$ cat src/rtl/counter_ctrl_if.sv
`default_nettype none
// ============================================================================
//  Module      : counter_ctrl_if
//  Description : Bundles the user-facing signals of counter_ctrl: raw keys,
//                mode and saturation controls, the load strobe with its value,
//                and the count/wrap/tick results.
//  Ports       : key_inc, key_dec  raw active-low buttons (master -> slave)
//                mode[1:0]         00 manual, 01 auto-up, 10 auto-down, 11 hold
//                sat_en            1 saturate at limits, 0 wrap
//                load, load_val    synchronous load strobe and value
//                count             registered counter value (slave -> master)
//                wrap              one-cycle pulse on a wrap-around step
//                tick              one-cycle pulse every TICK_DIV cycles
//  Revision    : 1.0 - initial release
// ============================================================================
interface counter_ctrl_if #(
    parameter int WIDTH = 8
);
    logic             key_inc;
    logic             key_dec;
    logic [1:0]       mode;
    logic             sat_en;
    logic             load;
    logic [WIDTH-1:0] load_val;
    logic [WIDTH-1:0] count;
    logic             wrap;
    logic             tick;

    // Drives controls, observes results.
    modport master (
        output key_inc, key_dec, mode, sat_en, load, load_val,
        input  count, wrap, tick
    );

    // The counter itself.
    modport slave (
        input  key_inc, key_dec, mode, sat_en, load, load_val,
        output count, wrap, tick
    );
endinterface
`default_nettype wire

$ cat src/rtl/counter_ctrl.sv
`default_nettype none
// ============================================================================
//  Module      : counter_ctrl
//  Description : Up/down counter driven by two debounced push buttons with
//                auto-repeat, or by a free-running tick divider in the auto
//                modes. Supports a synchronous load and saturate/wrap limits.
//  Ports       : clock_50  system clock
//                reset_n   synchronous active-low reset
//                bus       counter_ctrl_if.slave (keys, mode, sat_en, load,
//                          load_val in; count, wrap, tick out). The interface
//                          WIDTH must equal this module's WIDTH.
//  Revision    : 1.0 - initial release
// ============================================================================
module counter_ctrl #(
    parameter int WIDTH         = 8,
    parameter int TICK_DIV      = 50_000_000,
    parameter int DEBOUNCE      = 500_000,
    parameter int REPEAT_DELAY  = 25_000_000,
    parameter int REPEAT_PERIOD = 5_000_000
) (
    input  wire logic       clock_50,
    input  wire logic       reset_n,
    counter_ctrl_if.slave   bus
);

    // ------------------------------------------------------------------------
    // Constants
    // ------------------------------------------------------------------------
    localparam int c_DB_W  = $clog2(DEBOUNCE);
    localparam int c_RP_MX = (REPEAT_DELAY > REPEAT_PERIOD) ? REPEAT_DELAY : REPEAT_PERIOD;
    localparam int c_RP_W  = $clog2(c_RP_MX);
    localparam int c_DIV_W = $clog2(TICK_DIV);

    localparam logic [c_DB_W-1:0]  c_DB_LAST  = c_DB_W'(DEBOUNCE - 1);
    localparam logic [c_RP_W-1:0]  c_RD_LAST  = c_RP_W'(REPEAT_DELAY - 1);
    localparam logic [c_RP_W-1:0]  c_RP_LAST  = c_RP_W'(REPEAT_PERIOD - 1);
    localparam logic [c_DIV_W-1:0] c_DIV_LAST = c_DIV_W'(TICK_DIV - 1);
    localparam logic [WIDTH-1:0]   c_CNT_MAX  = '1;

    localparam logic [1:0] c_MODE_MANUAL = 2'b00;
    localparam logic [1:0] c_MODE_UP     = 2'b01;
    localparam logic [1:0] c_MODE_DOWN   = 2'b10;

    // Per-key state: IDLE is the accepted "released" level; DELAY and REPEAT
    // are both the accepted "pressed" level, differing only in which
    // auto-repeat interval is being timed.
    typedef enum logic [1:0] {
        ST_IDLE   = 2'd0,
        ST_DELAY  = 2'd1,
        ST_REPEAT = 2'd2
    } key_state_t;

    // Index 0 = increment key, index 1 = decrement key.
    logic [1:0] w_key_raw;
    logic [1:0] w_key_ev;

    assign w_key_raw = {bus.key_dec, bus.key_inc};

    // ------------------------------------------------------------------------
    // Key path: 2-flop synchroniser -> debouncer -> press/repeat events.
    // A clean pin edge appears in sync2 two edges later, is accepted after
    // DEBOUNCE more differing samples, and the registered event then moves
    // the count on the following edge.
    // ------------------------------------------------------------------------
    for (genvar k = 0; k < 2; k++) begin : g_key
        logic              sync1_q;
        logic              sync2_q;
        key_state_t        st_q, st_d;
        logic [c_DB_W-1:0] db_cnt_q, db_cnt_d;
        logic [c_RP_W-1:0] rep_cnt_q, rep_cnt_d;
        logic              ev_q, ev_d;
        logic              w_acc;
        logic              w_diff;
        logic              w_flip;

        assign w_acc  = (st_q == ST_IDLE);
        assign w_diff = (sync2_q != w_acc);
        // The accepted level flips on the DEBOUNCE-th consecutive differing
        // sample; any agreeing sample clears the run.
        assign w_flip = w_diff && (db_cnt_q == c_DB_LAST);

        always_comb begin
            db_cnt_d  = '0;
            st_d      = st_q;
            rep_cnt_d = rep_cnt_q;
            ev_d      = 1'b0;

            if (w_diff && !w_flip) begin
                db_cnt_d = db_cnt_q + 1'b1;
            end

            case (st_q)
                ST_IDLE: begin
                    if (w_flip) begin
                        st_d      = ST_DELAY;
                        rep_cnt_d = '0;
                        ev_d      = 1'b1;
                    end
                end
                ST_DELAY, ST_REPEAT: begin
                    // Release wins over a repeat due on the same edge.
                    if (w_flip) begin
                        st_d      = ST_IDLE;
                        rep_cnt_d = '0;
                    end else if (rep_cnt_q == ((st_q == ST_DELAY) ? c_RD_LAST : c_RP_LAST)) begin
                        st_d      = ST_REPEAT;
                        rep_cnt_d = '0;
                        ev_d      = 1'b1;
                    end else begin
                        rep_cnt_d = rep_cnt_q + 1'b1;
                    end
                end
                default: begin
                    st_d      = ST_IDLE;
                    rep_cnt_d = '0;
                end
            endcase
        end

        always_ff @(posedge clock_50) begin
            if (!reset_n) begin
                sync1_q   <= 1'b1;
                sync2_q   <= 1'b1;
                st_q      <= ST_IDLE;
                db_cnt_q  <= '0;
                rep_cnt_q <= '0;
                ev_q      <= 1'b0;
            end else begin
                sync1_q   <= w_key_raw[k];
                sync2_q   <= sync1_q;
                st_q      <= st_d;
                db_cnt_q  <= db_cnt_d;
                rep_cnt_q <= rep_cnt_d;
                ev_q      <= ev_d;
            end
        end

        assign w_key_ev[k] = ev_q;
    end

    // ------------------------------------------------------------------------
    // Tick divider: free-running regardless of mode.
    // ------------------------------------------------------------------------
    logic [c_DIV_W-1:0] div_q, div_d;
    logic               w_tick;

    assign w_tick = (div_q == c_DIV_LAST);
    assign div_d  = w_tick ? '0 : div_q + 1'b1;

    // ------------------------------------------------------------------------
    // Counter update: load, then the current mode's step request.
    // ------------------------------------------------------------------------
    logic [WIDTH-1:0] count_q, count_d;
    logic             wrap_q, wrap_d;
    logic             w_up;
    logic             w_down;

    always_comb begin
        w_up   = 1'b0;
        w_down = 1'b0;
        case (bus.mode)
            c_MODE_MANUAL: begin
                // Simultaneous inc and dec events cancel.
                w_up   = w_key_ev[0] & ~w_key_ev[1];
                w_down = w_key_ev[1] & ~w_key_ev[0];
            end
            c_MODE_UP:   w_up   = w_tick;
            c_MODE_DOWN: w_down = w_tick;
            default: begin
                w_up   = 1'b0;
                w_down = 1'b0;
            end
        endcase
    end

    always_comb begin
        count_d = count_q;
        wrap_d  = 1'b0;
        if (bus.load) begin
            count_d = bus.load_val;
        end else if (w_up) begin
            if (count_q != c_CNT_MAX) begin
                count_d = count_q + 1'b1;
            end else if (!bus.sat_en) begin
                count_d = '0;
                wrap_d  = 1'b1;
            end
        end else if (w_down) begin
            if (count_q != '0) begin
                count_d = count_q - 1'b1;
            end else if (!bus.sat_en) begin
                count_d = c_CNT_MAX;
                wrap_d  = 1'b1;
            end
        end
    end

    always_ff @(posedge clock_50) begin
        if (!reset_n) begin
            div_q   <= '0;
            count_q <= '0;
            wrap_q  <= 1'b0;
        end else begin
            div_q   <= div_d;
            count_q <= count_d;
            wrap_q  <= wrap_d;
        end
    end

    assign bus.count = count_q;
    assign bus.wrap  = wrap_q;
    assign bus.tick  = w_tick;

endmodule
`default_nettype wire

$ cat src/flat_wrapper.sv
// flat-port wrapper written by rule: the top's interface ports become plain ports
module counter_ctrl_flat 
#(
    parameter int WIDTH         = 8,
    parameter int TICK_DIV      = 50_000_000,
    parameter int DEBOUNCE      = 500_000,
    parameter int REPEAT_DELAY  = 25_000_000,
    parameter int REPEAT_PERIOD = 5_000_000
)
  (clock_50, reset_n, bus_key_inc, bus_key_dec, bus_mode, bus_sat_en, bus_load, bus_load_val, bus_count, bus_wrap, bus_tick);
  counter_ctrl_if #(.WIDTH(WIDTH)) bus_i ();
  input  wire logic clock_50;
  input  wire logic reset_n;
  input wire logic [$bits(bus_i.key_inc)-1:0] bus_key_inc;
  input wire logic [$bits(bus_i.key_dec)-1:0] bus_key_dec;
  input wire logic [$bits(bus_i.mode)-1:0] bus_mode;
  input wire logic [$bits(bus_i.sat_en)-1:0] bus_sat_en;
  input wire logic [$bits(bus_i.load)-1:0] bus_load;
  input wire logic [$bits(bus_i.load_val)-1:0] bus_load_val;
  output wire logic [$bits(bus_i.count)-1:0] bus_count;
  output wire logic [$bits(bus_i.wrap)-1:0] bus_wrap;
  output wire logic [$bits(bus_i.tick)-1:0] bus_tick;
  assign bus_i.key_inc = bus_key_inc;
  assign bus_i.key_dec = bus_key_dec;
  assign bus_i.mode = bus_mode;
  assign bus_i.sat_en = bus_sat_en;
  assign bus_i.load = bus_load;
  assign bus_i.load_val = bus_load_val;
  assign bus_count = bus_i.count;
  assign bus_wrap = bus_i.wrap;
  assign bus_tick = bus_i.tick;
  counter_ctrl #(.WIDTH(WIDTH), .TICK_DIV(TICK_DIV), .DEBOUNCE(DEBOUNCE), .REPEAT_DELAY(REPEAT_DELAY), .REPEAT_PERIOD(REPEAT_PERIOD)) u_core (.clock_50(clock_50), .reset_n(reset_n), .bus(bus_i));
endmodule
$ cat config.mk
export PLATFORM = sky130hd
export DESIGN_NAME = counter_ctrl_flat
export DESIGN_NICKNAME = d
export VERILOG_FILES = /design/src/rtl/counter_ctrl_if.sv /design/src/rtl/counter_ctrl.sv /design/src/flat_wrapper.sv
export SDC_FILE = /design/constraint.sdc
export NUM_CORES = 1
export LEC_CHECK = 0
export ABC_AREA = 1
export CAP_MARGIN = 20
export CORE_UTILIZATION = 40
export DETAILED_ROUTE_END_ITERATION = 10
export PLACE_DENSITY = 0.62
export SLEW_MARGIN = 15
export SYNTH_ARGS = -nofsm -noshare
export SYNTH_HDL_FRONTEND = slang
export SYNTH_SLANG_ARGS = --single-unit
$ cat constraint.sdc
create_clock -name clock_50 -period 2 [get_ports clock_50]
set_input_delay 0.6 -clock clock_50 [delete_from_list [all_inputs] [get_ports clock_50]]
set_output_delay 0.6 -clock clock_50 [all_outputs]
set_load 0.03 [all_outputs]
Yosys cells after proc, flatten, opt, wreduce, memory -nomap -nowiden --
Cells that the tools add are included.
Cells by class: reductions and logical operators 20, $mul 0, bitwise gates (word level) 5, multiplexer cells 40, add/subtract/negate cells 7, equal/unequal tests 20, $lt $le $gt $ge 0, div/mod/pow operators 0, shift operators 0
Operator list (count):
- $mux W25 | 8
- $pmux W25 S2 | 2
- $mux W8 | 7
- $add A25 B1 Y25 const B | 2
- $eq A25 B25 Y1 | 2
- $add A19 B1 Y19 const B | 2
- $eq A19 B19 Y1 const B | 2
- $add A26 B1 Y26 const B | 1
- $eq A26 B26 Y1 const B | 1
- $mux W2 | 6
- $mux W1 | 11
- $add A8 B1 Y8 const B | 1
- $ne A8 B8 Y1 const B | 1
- $pmux W1 S2 | 4
- $pmux W2 S2 | 2
- $reduce_and A2 Y1 | 4
- $reduce_bool A8 Y1 | 1
- $reduce_or A2 Y1 | 4
- $sub A8 B1 Y8 const B | 1
- $eq A2 B1 Y1 const B | 3
- $eq A2 B2 Y1 const B | 3
- $logic_not A2 Y1 | 3
- $ne A3 B1 Y1 const B | 2
- $logic_and A1 B1 Y1 | 4
- other kinds (9) | 15
Storage, ports and cells: flip-flop bits (word level) 133, latch bits 0, ROM bits 0, RAM bits 0, memories 0

Longest topological paths before layout --
word-level depth 6, gate-level depth with buffers 15, mapped depth without buffers 14

Least setup slack after synthesis --
Ideal clock, no wire load.
kind reg2reg, start point register u_core.div_q[0], end point register u_core.div_q[19], data required time 1880 ps, slack -227 ps, setup time 120 ps, clock period less this slack 2227 ps, data arrival time 2106 ps, cell stages (with the launch flop) 10, path buffers 1, cell sequence dfxtp_1 > ha_1 > nand2_1 > nor2_4 > nand2_2 > nor3_1 > nor2_1 > inv_1 > buf_2 > nor3b_1
On the way: longest elaborated chain between the ends 2, elaborated cells between the ends (all ways) 3
Ends and longest elaborated chain:
- start, declared | RTL line counter_ctrl.sv:144 | logic [c_DIV_W-1:0] div_q, div_d;
- start signal, assigned | RTL line counter_ctrl.sv:204 | div_q <= div_d;
- $eq A26 B26 Y1 | RTL line counter_ctrl.sv:147 | assign w_tick = (div_q == c_DIV_LAST);
- via bus_tick | RTL line flat_wrapper.sv:22 | output wire logic [$bits(bus_i.tick)-1:0] bus_tick;
- $reduce_or A2 Y1 (no source line)
The timed path passes the listed nets, and every way through them passes these cells. A chain may end at the register's enable or synchronous reset.

Worst setup path in the final report --
start point register u_core.div_q[1], end point output port bus_tick
On the way: longest elaborated chain between the ends 1
Ends and longest elaborated chain (RTL line):
- $eq A26 B26 Y1 | counter_ctrl.sv:147
- end, declared | flat_wrapper.sv:22
No other way between the ends.

==> metrics.md <==
| Metric | Value |
|---|---|
| Outcome | `complete, but fails checks` |
| Failing checks | `negative setup slack` |
| Final hold vios | `0` |
| Skew final | `0.009940 ns` |
| Synth area leaders | `dfxtp_1 34%, nand2_1 11%, nor2_1 8.8%, xor2_1 6.1%, inv_1 5.6%` |
| 1st-pass router iterations | `4` |
| Hold Startpoint | `u_core.g_key[0].db_cnt_q[0]$_SDFF_PN0_` |
| Slowest cell on crit path | `dfxtp_2` |
| Layout cell share with drive strength beyond 1 | `17.74%` |
| DRT antenna net count | `0` |
| Xor-xnor portion of the synthesized cell area | `7.352%` |
| DRC errors left | `0` |
| GRT overflow | `0` |
| Net Count, Synth | `1181` |
| Mux cell area share after synthesis | `0%` |
| Hold WC Path Type | `register to register` |
| CP Class | `register to output port` |
| Tightest Pin Transition | `0.5777 ns` |
| Ports | `26` |
| Number of DRC markers in iteration 0 | `428` |
| Share of the synthesized area in the top cell type | `33.86%` |
| Worst-path fanout max | `2` |
| Initial antenna violation count | `0` |
| Placed cells | `1479` |
| Via count | `7447` |
| Finished Layout Cells | `1528` |
| Final wirelength | `18.70 mm` |
| Effective utilization at floorplan | `41.48%` |
| Max frequency | `0.4524 GHz` |
| Total track usage | `19.10%` |
| Die H | `142.2 um` |
| Cts hold-fix bufs | `0` |
| Clock Tree Buf Depth | `2` |
| Final worst slack | `-0.2107 ns` |
| First-pass GRT wire length | `31.42 mm` |
| Syn Std Cell Area | `7863 um2` |
| Max-slew headroom | `61.19%` |
| Vias per inst | `4.874` |
| Max Slew Vio Count | `0` |
| CP Launch Type | `register` |
| Leakage | `3.832 nW` |
| Sequential element share of the synthesized area | `33.86%` |
| Ys Warns | `0` |
| Yosys top cell by area | `dfxtp_1` |
| Most frequent cells in the layout | `222 x nand2_1, 181 x nor2_1, 124 x dfxtp_1` |
| Routability cong. | `0.8897` |
| Util after Layout | `51.35%` |
| Delay-heaviest family, CP | `simple AND/OR/NAND/NOR gates` |
| N_diodes | `0` |
| Power, Total | `6.412 mW` |
| Wire length per cell | `12.24 um` |
| Core footprint | `18960 um2` |
| Largest family of logic cells by synthesized area | `simple AND/OR/NAND/NOR gates` |
| CP required | `1.40 ns` |
| Max VDD drop | `631.7 uV` |
| Yosys reg bits | `133` |
| Mean Syn Cell Area | `6.831 um2` |
| Unrepaired setup endpoints after global routing | `yes` |
| Clock transition at path regs | `0.05 ns` |
| Max incr delay on CP | `0.36 ns` |
| Pwr Density | `658.7 nW/um2` |
| Fraction of the mapped netlist area in adder cells | `2.228%` |
| HPWL after DPL | `13.51 mm` |
| # rows | `50` |
| Fin nets | `1285` |
| CP Launch Point | `u_core.div_q[1]$_SDFF_PP0_` |
| Clock latency on the worst-skew pair | `0.42 ns` |
| Root buffer cell | `clkbuf_16` |
| Port bufs | `25` |
| Post-Synth Simple-Gate Area | `41.41%` |
| Commonest non-fill, non-tap cell in the layout | `nand2_1` |
| Area grow syn2layout | `23.81%` |
| Reg2reg start | `u_core.div_q[1]$_SDFF_PP0_` |
| CTS tree | `yes` |
| Num CTS Buffers | `17` |
| DIE WIDTH | `142.2 um` |
| Syn Inst Count | `1151` |
| Critical path cell sequence | `ha_4 -> nand2_4 -> nor2_4 -> nand2_2 -> nor3_4 -> buf_6` |
| Synth Area in Compound Gates | `6.763%` |
| Critical path buffers and inverters | `1` |
| CTS Sinks | `133` |
| Vias in the first global route | `6851` |
| Final period utilization | `110.5%` |
| H-Tree Depth | `4` |
| Final setup viols | `1` |
| Crit end category | `output port` |
| Worst hold slack | `0.4224 ns` |
| Worst path arrival time | `1.61 ns` |
| Synth unique cells | `47` |
| Tmin final | `2.211 ns` |
| Largest net degree at the start of global routing | `18` |
| Max_cap viols | `0` |
| Die area | `20220 um2` |
cell families after synthesis:
logic type | after synthesis
compound gates | 96
xor+xnor | 66
fa+ha+maj | 14
buf+inv | 157
flops | 133
simple gates | 685
through the flow:
| step | setup WS (ns) | setup TNS, ns | instance area, um2 |
|---|---|---|---|
| 5_1_grt | -0.2912 | -0.5709 | 9734 |
| 6_report | -0.2107 | -0.2107 | 9734 |
| 4_1_cts | -0.1930 | -0.1930 | 9429 |
| 3_5_place_dp | -0.2145 | -1.737 | 8805 |
| 2_1_floorplan | 0.07734 | 0 | 7868 |
| 3_3_place_gp | -0.1916 | -1.377 | 8805 |
flip-flops by register name (all words and copies together) (netlist names):
| name | count |
|---|---|
| u_core.g_key.ev_q | 2 |
| u_core.g_key.db_cnt_q | 38 |
| u_core.g_key.sync1_q | 2 |
| u_core.bus.wrap | 1 |
| u_core.bus.count | 8 |
| u_core.g_key.rep_cnt_q | 50 |
| u_core.div_q | 26 |
| u_core.g_key.sync2_q | 2 |
| u_core.g_key.st_q | 4 |
synth_stat cells (all sizes together):
cell type / instances
o22ai: 1
clkbuf: 6
or2: 17
buf: 17
nand4: 37
or3: 1
a31o: 1
and2: 1
nor3b: 14
a21oi: 56
ha: 14
a211oi: 1
nand2: 245
nor3: 68
nand3b: 4
o21bai: 1
nand3: 87
xor2: 55
xnor2: 11
nor2: 200
o21ai: 25
o21a: 5
clkinv: 2
nor4: 11
a31oi: 4
inv: 132
dfxtp: 133
o211ai: 2
final cells by class:
| class | count | area (um2) |
|---|---|---|
| sequential | 133 | 2674 |
| multi-input combinational | 862 | 4686 |
| clock inverter | 13 | 157.7 |
| tap | 260 | 325.3 |
| clock buffer | 19 | 442.9 |
| inverter | 134 | 505.5 |
| fill | 1891 | 9221 |
| timing repair buffer | 107 | 943.4 |
routing by layer:
layer	global-route usage (%)	vias up	routed length [um]
met1	26.62	3344	9556
li1	-	3962	-
met5	0	-	0
met3	3.028	20	665
met2	29.80	121	8232
met4	6.508	0	249
what timing repair did:
action	CTS	global route
setup endpoints to repair	9	54
pin swaps	1	10
hold endpoints to repair	0	0
resized for setup	17	41
cloned	0	4
setup buffers	1	12
power by group:
group / switching (mW) / total [mW] / internal (mW)
sequential: 0.0384 / 2.72 / 2.68
combinational: 0.295 / 0.516 / 0.221
clock: 1.19 / 3.18 / 1.99
total: 1.53 / 6.41 / 4.89
final timing paths:
path	end	slack, ns	cells after the start
hold / removal	u_core.g_key[0].db_cnt_q[0]$_SDFF_PN0_	0.42	1
setup reg to reg	u_core.div_q[17]$_SDFF_PP0_	0.07	13
hold reg to reg	u_core.g_key[0].db_cnt_q[0]$_SDFF_PN0_	0.42	1
setup / recovery	bus_tick	-0.21	6
(Power assumes the default switching activity.)
